`config.mk`:
```
export PLATFORM = sky130hd
export DESIGN_NAME = vga_mode_ctrl
export DESIGN_NICKNAME = d
export VERILOG_FILES = /design/src/rtl/vga_pkg.sv /design/src/rtl/vga_mode_ctrl_sync.sv /design/src/rtl/vga_mode_ctrl.sv
export SDC_FILE = /design/constraint.sdc
export NUM_CORES = 1
export LEC_CHECK = 0
export CAP_MARGIN = 20
export CORE_MARGIN = 10
export CORE_UTILIZATION = 41
export CTS_CLUSTER_DIAMETER = 40
export DETAILED_ROUTE_END_ITERATION = 8
export PLACE_DENSITY = 0.78
export RECOVER_POWER = 100
export SLEW_MARGIN = 30
export SYNTH_ARGS = -nofsm -noshare
export SYNTH_HDL_FRONTEND = slang
export SYNTH_SLANG_ARGS = --single-unit
```
`constraint.sdc`:
```
create_clock -name clk_i -period 2.2 [get_ports clk_i]
set_input_delay 0.22 -clock clk_i [delete_from_list [all_inputs] [get_ports clk_i]]
set_output_delay 0.22 -clock clk_i [all_outputs]
set_load 0.02 [all_outputs]
```
`src/rtl/vga_pkg.sv`:
```
// Shared VGA types: display modes, timing parameter record, mode-switch sequencer states
// and the mode-to-timing lookup used by the timing generator and the mode controller.
package vga_pkg;

    typedef enum logic [3:0] {
        VGA_640x480_60   = 4'd0,
        VGA_800x600_60   = 4'd1,
        VGA_1024x768_60  = 4'd2,
        VGA_1280x720_60  = 4'd3,
        VGA_1920x1080_60 = 4'd4
    } vga_mode_e;

    typedef struct packed {
        logic [11:0] visible_area;
        logic [9:0]  front_porch;
        logic [9:0]  sync_pulse;
        logic [9:0]  back_porch;
        logic        polarity;
    } vga_line_t;

    // 4 + 43 + 43 = 90 bits, the width of the timing generator's parameter bus
    typedef struct packed {
        vga_mode_e mode;
        vga_line_t h_line;
        vga_line_t v_line;
    } vga_params_t;

    typedef enum logic [2:0] {
        ST_IDLE       = 3'd0,
        ST_WAIT_FRAME = 3'd1,
        ST_PLL_REQ    = 3'd2,
        ST_PLL_LOCK   = 3'd3,
        ST_LOAD       = 3'd4,
        ST_SETTLE     = 3'd5,
        ST_ERROR      = 3'd6
    } vga_ctrl_state_e;

    function automatic vga_line_t make_vga_line(
        input int unsigned visible,
        input int unsigned front,
        input int unsigned pulse,
        input int unsigned back,
        input logic        pol
    );
        vga_line_t l;
        l.visible_area = 12'(visible);
        l.front_porch  = 10'(front);
        l.sync_pulse   = 10'(pulse);
        l.back_porch   = 10'(back);
        l.polarity     = pol;
        return l;
    endfunction

    // Unknown codes fall back to 640x480 so the generator never gets an unusable record
    function automatic vga_params_t get_vga_params(input vga_mode_e mode);
        vga_params_t p;
        p.mode = mode;
        case (mode)
            VGA_800x600_60: begin
                p.h_line = make_vga_line(800, 40, 128, 88, 1'b1);
                p.v_line = make_vga_line(600, 1, 4, 23, 1'b1);
            end
            VGA_1024x768_60: begin
                p.h_line = make_vga_line(1024, 24, 136, 160, 1'b0);
                p.v_line = make_vga_line(768, 3, 6, 29, 1'b0);
            end
            VGA_1280x720_60: begin
                p.h_line = make_vga_line(1280, 110, 40, 220, 1'b1);
                p.v_line = make_vga_line(720, 5, 5, 20, 1'b1);
            end
            VGA_1920x1080_60: begin
                p.h_line = make_vga_line(1920, 88, 44, 148, 1'b1);
                p.v_line = make_vga_line(1080, 4, 5, 36, 1'b1);
            end
            default: begin
                p.mode   = VGA_640x480_60;
                p.h_line = make_vga_line(640, 16, 96, 48, 1'b0);
                p.v_line = make_vga_line(480, 10, 2, 33, 1'b0);
            end
        endcase
        return p;
    endfunction

endpackage

```
`src/rtl/vga_mode_ctrl_sync.sv`:
```
// Two-flop synchronizer bringing the asynchronous PLL lock indication into the system
// clock domain; clears to 0 on reset.
module vga_mode_ctrl_sync (
    input  logic clk_i,
    input  logic rst_i,
    input  logic async_i,
    output logic sync_o
);

    logic [1:0] sync_reg;

    always_ff @(posedge clk_i or posedge rst_i) begin
        if (rst_i) begin
            sync_reg <= 2'b00;
        end else begin
            sync_reg <= {sync_reg[0], async_i};
        end
    end

    assign sync_o = sync_reg[1];

endmodule

```
`src/rtl/vga_mode_ctrl.sv`:
```
// Run-time VGA mode-switch sequencer: frame-aligned blanking, optional PLL reprogramming,
// timing load and settle. PLL handshake is compiled in only with VGA_MODE_CTRL_PLL_EN.
module vga_mode_ctrl
    import vga_pkg::*;
#(
    parameter vga_mode_e   DEFAULT_MODE  = VGA_640x480_60,
    parameter int unsigned LOCK_TIMEOUT  = 1_000_000,
    parameter int unsigned SETTLE_FRAMES = 2
) (
    input  logic        clk_i,
    input  logic        rst_i,
    input  logic        mode_req_valid_i,
    output logic        mode_req_ready_o,
    input  logic [3:0]  mode_req_i,
    input  logic        frame_end_i,
    output logic        pll_reconf_req_o,
    output logic [3:0]  pll_reconf_mode_o,
    input  logic        pll_reconf_ack_i,
    input  logic        pll_locked_i,
    output logic [89:0] timing_params_o,
    output logic        timing_load_o,
    output logic        timing_en_o,
    output logic        video_blank_o,
    output logic [3:0]  cur_mode_o,
    output logic        busy_o,
    output logic        err_o
);

    localparam vga_params_t DEFAULT_PARAMS = get_vga_params(DEFAULT_MODE);
    localparam int SETTLE_W = (SETTLE_FRAMES > 1) ? $clog2(SETTLE_FRAMES) : 1;
    localparam logic [SETTLE_W-1:0] SETTLE_LAST =
        SETTLE_W'((SETTLE_FRAMES > 0) ? SETTLE_FRAMES - 1 : 0);

`ifdef VGA_MODE_CTRL_PLL_EN
    localparam vga_ctrl_state_e RESET_STATE = ST_PLL_LOCK;
    localparam int LOCK_W = $clog2(LOCK_TIMEOUT + 1);
    localparam logic [LOCK_W-1:0] LOCK_LAST = LOCK_W'(LOCK_TIMEOUT - 1);
    localparam logic [LOCK_W-1:0] LOCK_MAX  = LOCK_W'(LOCK_TIMEOUT);
`else
    localparam vga_ctrl_state_e RESET_STATE = ST_LOAD;
    localparam int unsigned UNUSED_LOCK_TIMEOUT = LOCK_TIMEOUT;
`endif

    vga_ctrl_state_e       state_reg;
    vga_mode_e             tgt_mode_reg;
    vga_mode_e             cur_mode_reg;
    vga_params_t           params_reg;
    logic                  ready_reg;
    logic                  load_reg;
    logic                  en_reg;
    logic                  blank_reg;
    logic                  busy_reg;
    logic [SETTLE_W-1:0]   settle_cnt_reg;

    logic      req_accept;
    vga_mode_e req_mode;

    assign req_accept = mode_req_valid_i & ready_reg;
    assign req_mode   = vga_mode_e'(mode_req_i);

`ifdef VGA_MODE_CTRL_PLL_EN
    logic              locked_sync;
    logic              pll_req_reg;
    vga_mode_e         pll_mode_reg;
    logic              err_reg;
    logic [LOCK_W-1:0] lock_cnt_reg;
    logic              need_low_reg;

    vga_mode_ctrl_sync u_lock_sync (
        .clk_i   (clk_i),
        .rst_i   (rst_i),
        .async_i (pll_locked_i),
        .sync_o  (locked_sync)
    );
`endif

    always_ff @(posedge clk_i or posedge rst_i) begin
        if (rst_i) begin
            state_reg      <= RESET_STATE;
            tgt_mode_reg   <= DEFAULT_MODE;
            cur_mode_reg   <= DEFAULT_MODE;
            params_reg     <= DEFAULT_PARAMS;
            ready_reg      <= 1'b0;
            load_reg       <= 1'b0;
            en_reg         <= 1'b0;
            blank_reg      <= 1'b1;
            busy_reg       <= 1'b1;
            settle_cnt_reg <= '0;
`ifdef VGA_MODE_CTRL_PLL_EN
            pll_req_reg    <= 1'b0;
            pll_mode_reg   <= DEFAULT_MODE;
            err_reg        <= 1'b0;
            lock_cnt_reg   <= '0;
            need_low_reg   <= 1'b0;
`endif
        end else begin
            case (state_reg)
                ST_IDLE: begin
                    if (req_accept && (req_mode != cur_mode_reg)) begin
                        tgt_mode_reg <= req_mode;
                        ready_reg    <= 1'b0;
                        busy_reg     <= 1'b1;
                        state_reg    <= ST_WAIT_FRAME;
                    end
                end

                ST_WAIT_FRAME: begin
                    if (frame_end_i) begin
                        blank_reg <= 1'b1;
                        en_reg    <= 1'b0;
`ifdef VGA_MODE_CTRL_PLL_EN
                        pll_req_reg  <= 1'b1;
                        pll_mode_reg <= tgt_mode_reg;
                        state_reg    <= ST_PLL_REQ;
`else
                        load_reg     <= 1'b1;
                        params_reg   <= get_vga_params(tgt_mode_reg);
                        cur_mode_reg <= tgt_mode_reg;
                        state_reg    <= ST_LOAD;
`endif
                    end
                end

`ifdef VGA_MODE_CTRL_PLL_EN
                ST_PLL_REQ: begin
                    if (pll_reconf_ack_i) begin
                        pll_req_reg  <= 1'b0;
                        lock_cnt_reg <= '0;
                        need_low_reg <= 1'b1;
                        state_reg    <= ST_PLL_LOCK;
                    end
                end

                // A reconfigured PLL must be seen unlocked before its lock is trusted
                ST_PLL_LOCK: begin
                    if (!need_low_reg && locked_sync) begin
                        load_reg     <= 1'b1;
                        params_reg   <= get_vga_params(tgt_mode_reg);
                        cur_mode_reg <= tgt_mode_reg;
                        state_reg    <= ST_LOAD;
                    end else if (lock_cnt_reg == LOCK_LAST) begin
                        err_reg   <= 1'b1;
                        en_reg    <= 1'b0;
                        blank_reg <= 1'b1;
                        ready_reg <= 1'b1;
                        busy_reg  <= 1'b0;
                        state_reg <= ST_ERROR;
                    end else begin
                        if (!locked_sync) begin
                            need_low_reg <= 1'b0;
                        end
                        if (lock_cnt_reg != LOCK_MAX) begin
                            lock_cnt_reg <= lock_cnt_reg + 1'b1;
                        end
                    end
                end

                // Timing is stopped here, so a new mode goes straight to the PLL
                ST_ERROR: begin
                    if (req_accept) begin
                        err_reg      <= 1'b0;
                        tgt_mode_reg <= req_mode;
                        pll_mode_reg <= req_mode;
                        pll_req_reg  <= 1'b1;
                        ready_reg    <= 1'b0;
                        busy_reg     <= 1'b1;
                        state_reg    <= ST_PLL_REQ;
                    end
                end
`endif

                // Entry normally arrives with the strobe already raised; straight out of
                // reset it is raised here first so the generator still sees one load.
                ST_LOAD: begin
                    if (!load_reg) begin
                        load_reg     <= 1'b1;
                        params_reg   <= get_vga_params(tgt_mode_reg);
                        cur_mode_reg <= tgt_mode_reg;
                    end else begin
                        load_reg       <= 1'b0;
                        en_reg         <= 1'b1;
                        settle_cnt_reg <= '0;
                        if (SETTLE_FRAMES == 0) begin
                            blank_reg <= 1'b0;
                            ready_reg <= 1'b1;
                            busy_reg  <= 1'b0;
                            state_reg <= ST_IDLE;
                        end else begin
                            state_reg <= ST_SETTLE;
                        end
                    end
                end

                ST_SETTLE: begin
                    if (frame_end_i) begin
                        if (settle_cnt_reg == SETTLE_LAST) begin
                            blank_reg <= 1'b0;
                            ready_reg <= 1'b1;
                            busy_reg  <= 1'b0;
                            state_reg <= ST_IDLE;
                        end else begin
                            settle_cnt_reg <= settle_cnt_reg + 1'b1;
                        end
                    end
                end

                default: begin
                    state_reg <= RESET_STATE;
                end
            endcase
        end
    end

    assign mode_req_ready_o = ready_reg;
    assign timing_params_o  = params_reg;
    assign timing_load_o    = load_reg;
    assign timing_en_o      = en_reg;
    assign video_blank_o    = blank_reg;
    assign cur_mode_o       = cur_mode_reg;
    assign busy_o           = busy_reg;

`ifdef VGA_MODE_CTRL_PLL_EN
    assign pll_reconf_req_o  = pll_req_reg;
    assign pll_reconf_mode_o = pll_mode_reg;
    assign err_o             = err_reg;
`else
    logic unused_pll_inputs;
    assign unused_pll_inputs = pll_reconf_ack_i ^ pll_locked_i;
    assign pll_reconf_req_o  = 1'b0;
    assign pll_reconf_mode_o = cur_mode_reg;
    assign err_o             = 1'b0;
`endif

endmodule

```
### Yosys cells after proc, flatten, opt, wreduce, memory -nomap -nowiden

Index checks and enable logic that the tools add are counted.

* mux-type cells: 33
* $add $sub $neg: 1
* bitwise logic cells: 1
* reduce and logical (&&, ||, !) cells: 15
* eq/ne operators: 14

Operators with widths (number)
* case mux 85 bit (4 select lines): 1
* two-way mux 90 bit: 2
* case mux 90 bit (2 select lines): 1
* two-way mux 3 bit: 5
* two-way mux 1 bit: 13
* two-way mux 4 bit: 3
* inequality test 2 bit (second input constant): 6
* case mux 1 bit (2 select lines): 6
* case mux 3 bit (4 select lines): 1
* AND reduction 3 bit: 3
* == test 4 x 2 -> 1 bit (second input constant): 2
* case mux 4 bit (2 select lines): 1
* AND reduction 4 bit: 2
* nonzero test 2 bit: 4
* == test 3 bit (second input constant): 2
* AND reduction 5 bit: 1
* == test 4 x 1 -> 1 bit (second input constant): 1
* == test 4 x 3 -> 1 bit (second input constant): 1
* inequality test 4 bit: 1
* AND reduction 2 bit: 2
* OR reduction 4 bit: 1
* == test 3 x 1 -> 1 bit (second input constant): 1
* zero test 3 bit: 1
* adder 1 bit (second input constant): 1
* 2 further kinds: 2

* bits of input ports: 10
* word-level logic and storage cells: 84
* register bits after elaboration: 107
* output and inout bits: 105

### Longest topological paths before layout

* word-level depth: 5
* mapped depth: 8
* depth with buffers taken out: 6

### Worst setup path after synthesis

No wires, ideal clock.

* kind: flip-flop to flip-flop
* start point: reg state_reg[2]
* end point: reg params_reg (netlist bit timing_params_o[59])
* arrival time: 1.696 ns
* stages on the path, launching flop included: 8
* clock period less this slack: 1.774 ns
* path buffers: 2
* path slack: 0.426 ns
* cell sequence: dfstp_2 inv_1 ha_1 mux2_2 and2_1 clkbuf_1 buf_4 o21a_1

* word-level cells in the longest chain between the ends: 3

Ends and longest elaborated chain
* start: declaration: RTL line vga_mode_ctrl.sv:44 `vga_ctrl_state_e state_reg;`
* start signal: assignment: RTL line vga_mode_ctrl.sv:79 `state_reg <= RESET_STATE;`
* start signal: assignment: RTL line vga_mode_ctrl.sv:103 `state_reg <= ST_WAIT_FRAME;`
* start signal: assignment: RTL line vga_mode_ctrl.sv:119 `state_reg <= ST_LOAD;`
* == test 3 bit / == test 3 x 1 -> 1 bit (equally long branches): RTL line vga_mode_ctrl.sv:97 `case (state_reg)`
* inequality test 2 bit (no line) / nonzero test 2 bit (equally long branches)
* AND reduction 3 bit (no line)
* end signal: assignment: RTL line vga_mode_ctrl.sv:117 `params_reg <= get_vga_params(tgt_mode_reg);`
* end signal: assignment: RTL line vga_mode_ctrl.sv:177 `params_reg <= get_vga_params(tgt_mode_reg);`
* end: declaration: RTL line vga_mode_ctrl.sv:47 `vga_params_t params_reg;`

Several ways; a longest one is shown, not always the timed one.
A chain may end at the register's enable or synchronous reset.

### Worst setup path after layout

* start point: reg state_reg[2]
* end point: reg params_reg (netlist bit timing_params_o[4])

Same word-level chain as after synthesis.

==> summary.txt <==
status -> complete, no violations
r2r setup slk -> 0.21 ns
post-synth top area cell -> dfrtp_1
crit end category -> flop
worst-path cell chain -> inv_1 -> ha_1 -> mux2_2 -> and2_1 -> nand2_1 -> o21ai_0
total track usage -> 0.112
Post-CTS Hold Buffers -> 0
synthesized area -> 2430 um^2
Buffers on Ports -> 69
Finish-stage setup viols -> 0
sequential share of power -> 0.311
Setup Buffers After CTS -> 0
combinational power share -> 0.587
clock transition at the registers of the reported paths -> 0.08 ns
fmax -> 502 MHz
final wirelength -> 5.49 mm
RSZ-0062 raised after global routing -> false
Antenna Cells -> 0
CTS root buf -> clkbuf_8
hold path depth -> 2
post-cts resize count -> 0
max reg flops -> 26
Ports -> 115
critical path launch point type -> flop
1st-iter DRT viols -> 92
Clk Latency, worst-skew pair -> 0.28 ns
top cell type's share of synthesized area -> 0.299
first-pass GRT wire length -> 9.01 mm
Post-synth EDFFs -> 0
die span in y -> 97.0 um
DR vias/cell -> 4.50
min-delay worst type -> reg2reg
WP data arrival -> 2.20 ns
#FFs+latches synth -> 42
CP Data Required Time -> 2.40 ns
R2R cell count -> 6
P&R area growth vs syn -> 20.3%
H-tree depth -> 2
Layout Skew -> 0.00514 ns
cell area power density -> 1590 nW/um^2
Mean Syn Cell Area -> 9.72 um^2
Final nets -> 310
site row count -> 27
max-slew violation count -> 0
Worst slew margin -> 0.328
WL/cell -> 14.9 um
sequential area share after synthesis -> 0.439
top-count cell post-synth -> buf_4
Clk pwr share -> 0.102
Synth top cells by count -> buf_4 (71), nand2_1 (30), dfrtp_1 (29)
synth unique cells -> 40
Worst path slowest cell -> dfstp_1
Post-DP Area -> 2850 um^2
Pint -> 2.51 mW
gr ovfl total -> 0
reg2reg end -> timing_params_o[4]
slowest stage delay, CP -> 0.59 ns
DRC violations left -> 0
Die W -> 97.0 um
crit-path max FO -> 8
router iterations before antenna repair -> 4
CTS tree -> done
CTS max path bufs -> 2
Net Sw Frac -> 0.460
Tmin final -> 1.99 ns
die area -> 9410 um^2
fraction of layout instances using a drive strength above 1 -> 0.118
Placer Congestion -> 0.733
RR Startpoint -> state_reg[2]
pin count of the biggest net entering global routing -> 43
via count -> 1662
async set-or-reset flop fraction in the synthesized netlist -> 1.00
Initial Utilization -> 0.431
YS warnings -> 0
fin crit share -> 0.905
max_cap viols -> 0
Synth area leaders -> dfrtp_1 (30%), buf_4 (22%), dfstp_2 (14%)
Top FF cell, synth -> dfrtp_1
CTS sink cnt -> 42
CTS Buf Count -> 5
design area -> 2920 um^2
Leak -> 1.41 nW
initial antenna violation count -> 0
Fill cells -> 514
crit path kind -> reg2reg
final count of hold timing violations -> 0
hold_sp -> timing_params_o[61]
Worst VDD drop -> 0.000843 V
net switching power -> 2.13 mW
Hold EP -> timing_params_o[61]
Post-Route Setup TNS -> 0 ns
dpl hpwl -> 4.34 mm
slew of the pin with the lowest slew margin -> 1.01 ns
Mapped Cells -> 250
core area -> 5640 um^2
number of global-route vias before repair -> 1725
ANT nets after route -> 0
per-stage QoR:
| step | utilization | setup WS, ns | instances | hold WS, ns | power, mW |
|---|---|---|---|---|---|
| floorplan | - | 0.426 | 292 | 0.372 | 3.48 |
| global placement | 0.505 | 0.282 | 361 | 0.462 | 4.33 |
| detailed placement | 0.505 | 0.257 | 361 | 0.475 | 4.41 |
| CTS | 0.520 | 0.229 | 369 | 0.384 | 4.90 |
| global route | 0.518 | 0.0759 | 369 | 0.505 | 5.00 |
| finish | 0.518 | 0.208 | 369 | 0.480 | 4.64 |
worst max-delay path by stage:
stage	from	end	slack, ns	cells past startpoint
after CTS	state_reg[2]	timing_params_o[4]	0.23	6
after detailed placement	state_reg[2]	timing_params_o[4]	0.26	6
after floorplan	state_reg[2]	timing_params_o[59]	0.43	7
final	state_reg[2]	timing_params_o[4]	0.21	6
after global placement	state_reg[2]	timing_params_o[48]	0.28	6
after global routing	state_reg[2]	timing_params_o[4]	0.08	6
power by group through the flow:
| stage | clock network, mW | logic (mW) | registers, mW |
|---|---|---|---|
| finish | 0.474 | 2.72 | 1.44 |
| detailed placement | 0 | 2.92 | 1.48 |
| global placement | 0 | 2.86 | 1.47 |
| CTS | 0.488 | 2.93 | 1.47 |
| floorplan | 0 | 1.80 | 1.69 |
| global route | 0.525 | 2.96 | 1.52 |
critical path, delay by kind of cell, from the launching register on:
kind	cells	cell delay [ns]
DFF	1	0.59
AOI/OAI and AO/OA	1	0.20
adders and majority gates	1	0.25
buffers and inverters	1	0.08
and+or+nand+nor	2	0.52
muxes	1	0.27
layout by cell type, fill, tap and decap left out, drive strengths merged, types with 2 or more instances in the layout:
cell / Yosys / routed
xnor2: 2 / 2
a32o: 2 / 2
clkbuf: 3 / 8
dfstp: 13 / 13
o22a: 2 / 2
o21ai: 9 / 9
ha: 4 / 4
nand2b: 2 / 2
a21oi: 11 / 11
clkinv: 0 / 3
a22o: 4 / 4
a21boi: 2 / 2
xor2: 6 / 6
a21o: 4 / 4
nor2b: 2 / 2
mux2: 6 / 6
inv: 6 / 5
dlygate4sd3: 0 / 63
nor3: 3 / 3
o41ai: 2 / 2
and2: 3 / 3
buf: 76 / 5
nand3: 2 / 2
conb: 1 / 43
dfrtp: 29 / 29
nand2: 30 / 30
o31ai: 2 / 2
nor2: 15 / 15
clkdlybuf4s50: 0 / 6
layer usage:
metal / track usage / share of wire
met4: 0.0237 / 0.0035
met1: 0.123 / 0.40
met5: 0 / 0
met2: 0.198 / 0.51
met3: 0.0440 / 0.085
kinds of logic after synthesis:
group           after synthesis  share of synthesized area
compound gates               45                      0.131
flops                        42                      0.439
xor+xnor                      8                     0.0288
simple gates                 58                      0.101
other cells                   1                    0.00154
mux                           7                     0.0335
fa+ha+maj                     4                     0.0206
buf+inv                      85                      0.244
final cells by class:
class	count	area (um^2)	area share
tap	72	90.1	0.0308
clock buffer	6	72.6	0.0248
multi-input combinational	165	923	0.316
timing repair buffer	76	738	0.252
clock inverter	2	10.0	0.00342
inverter	6	22.5	0.00770
sequential	42	1070	0.365
(Power assumes the default switching activity.)
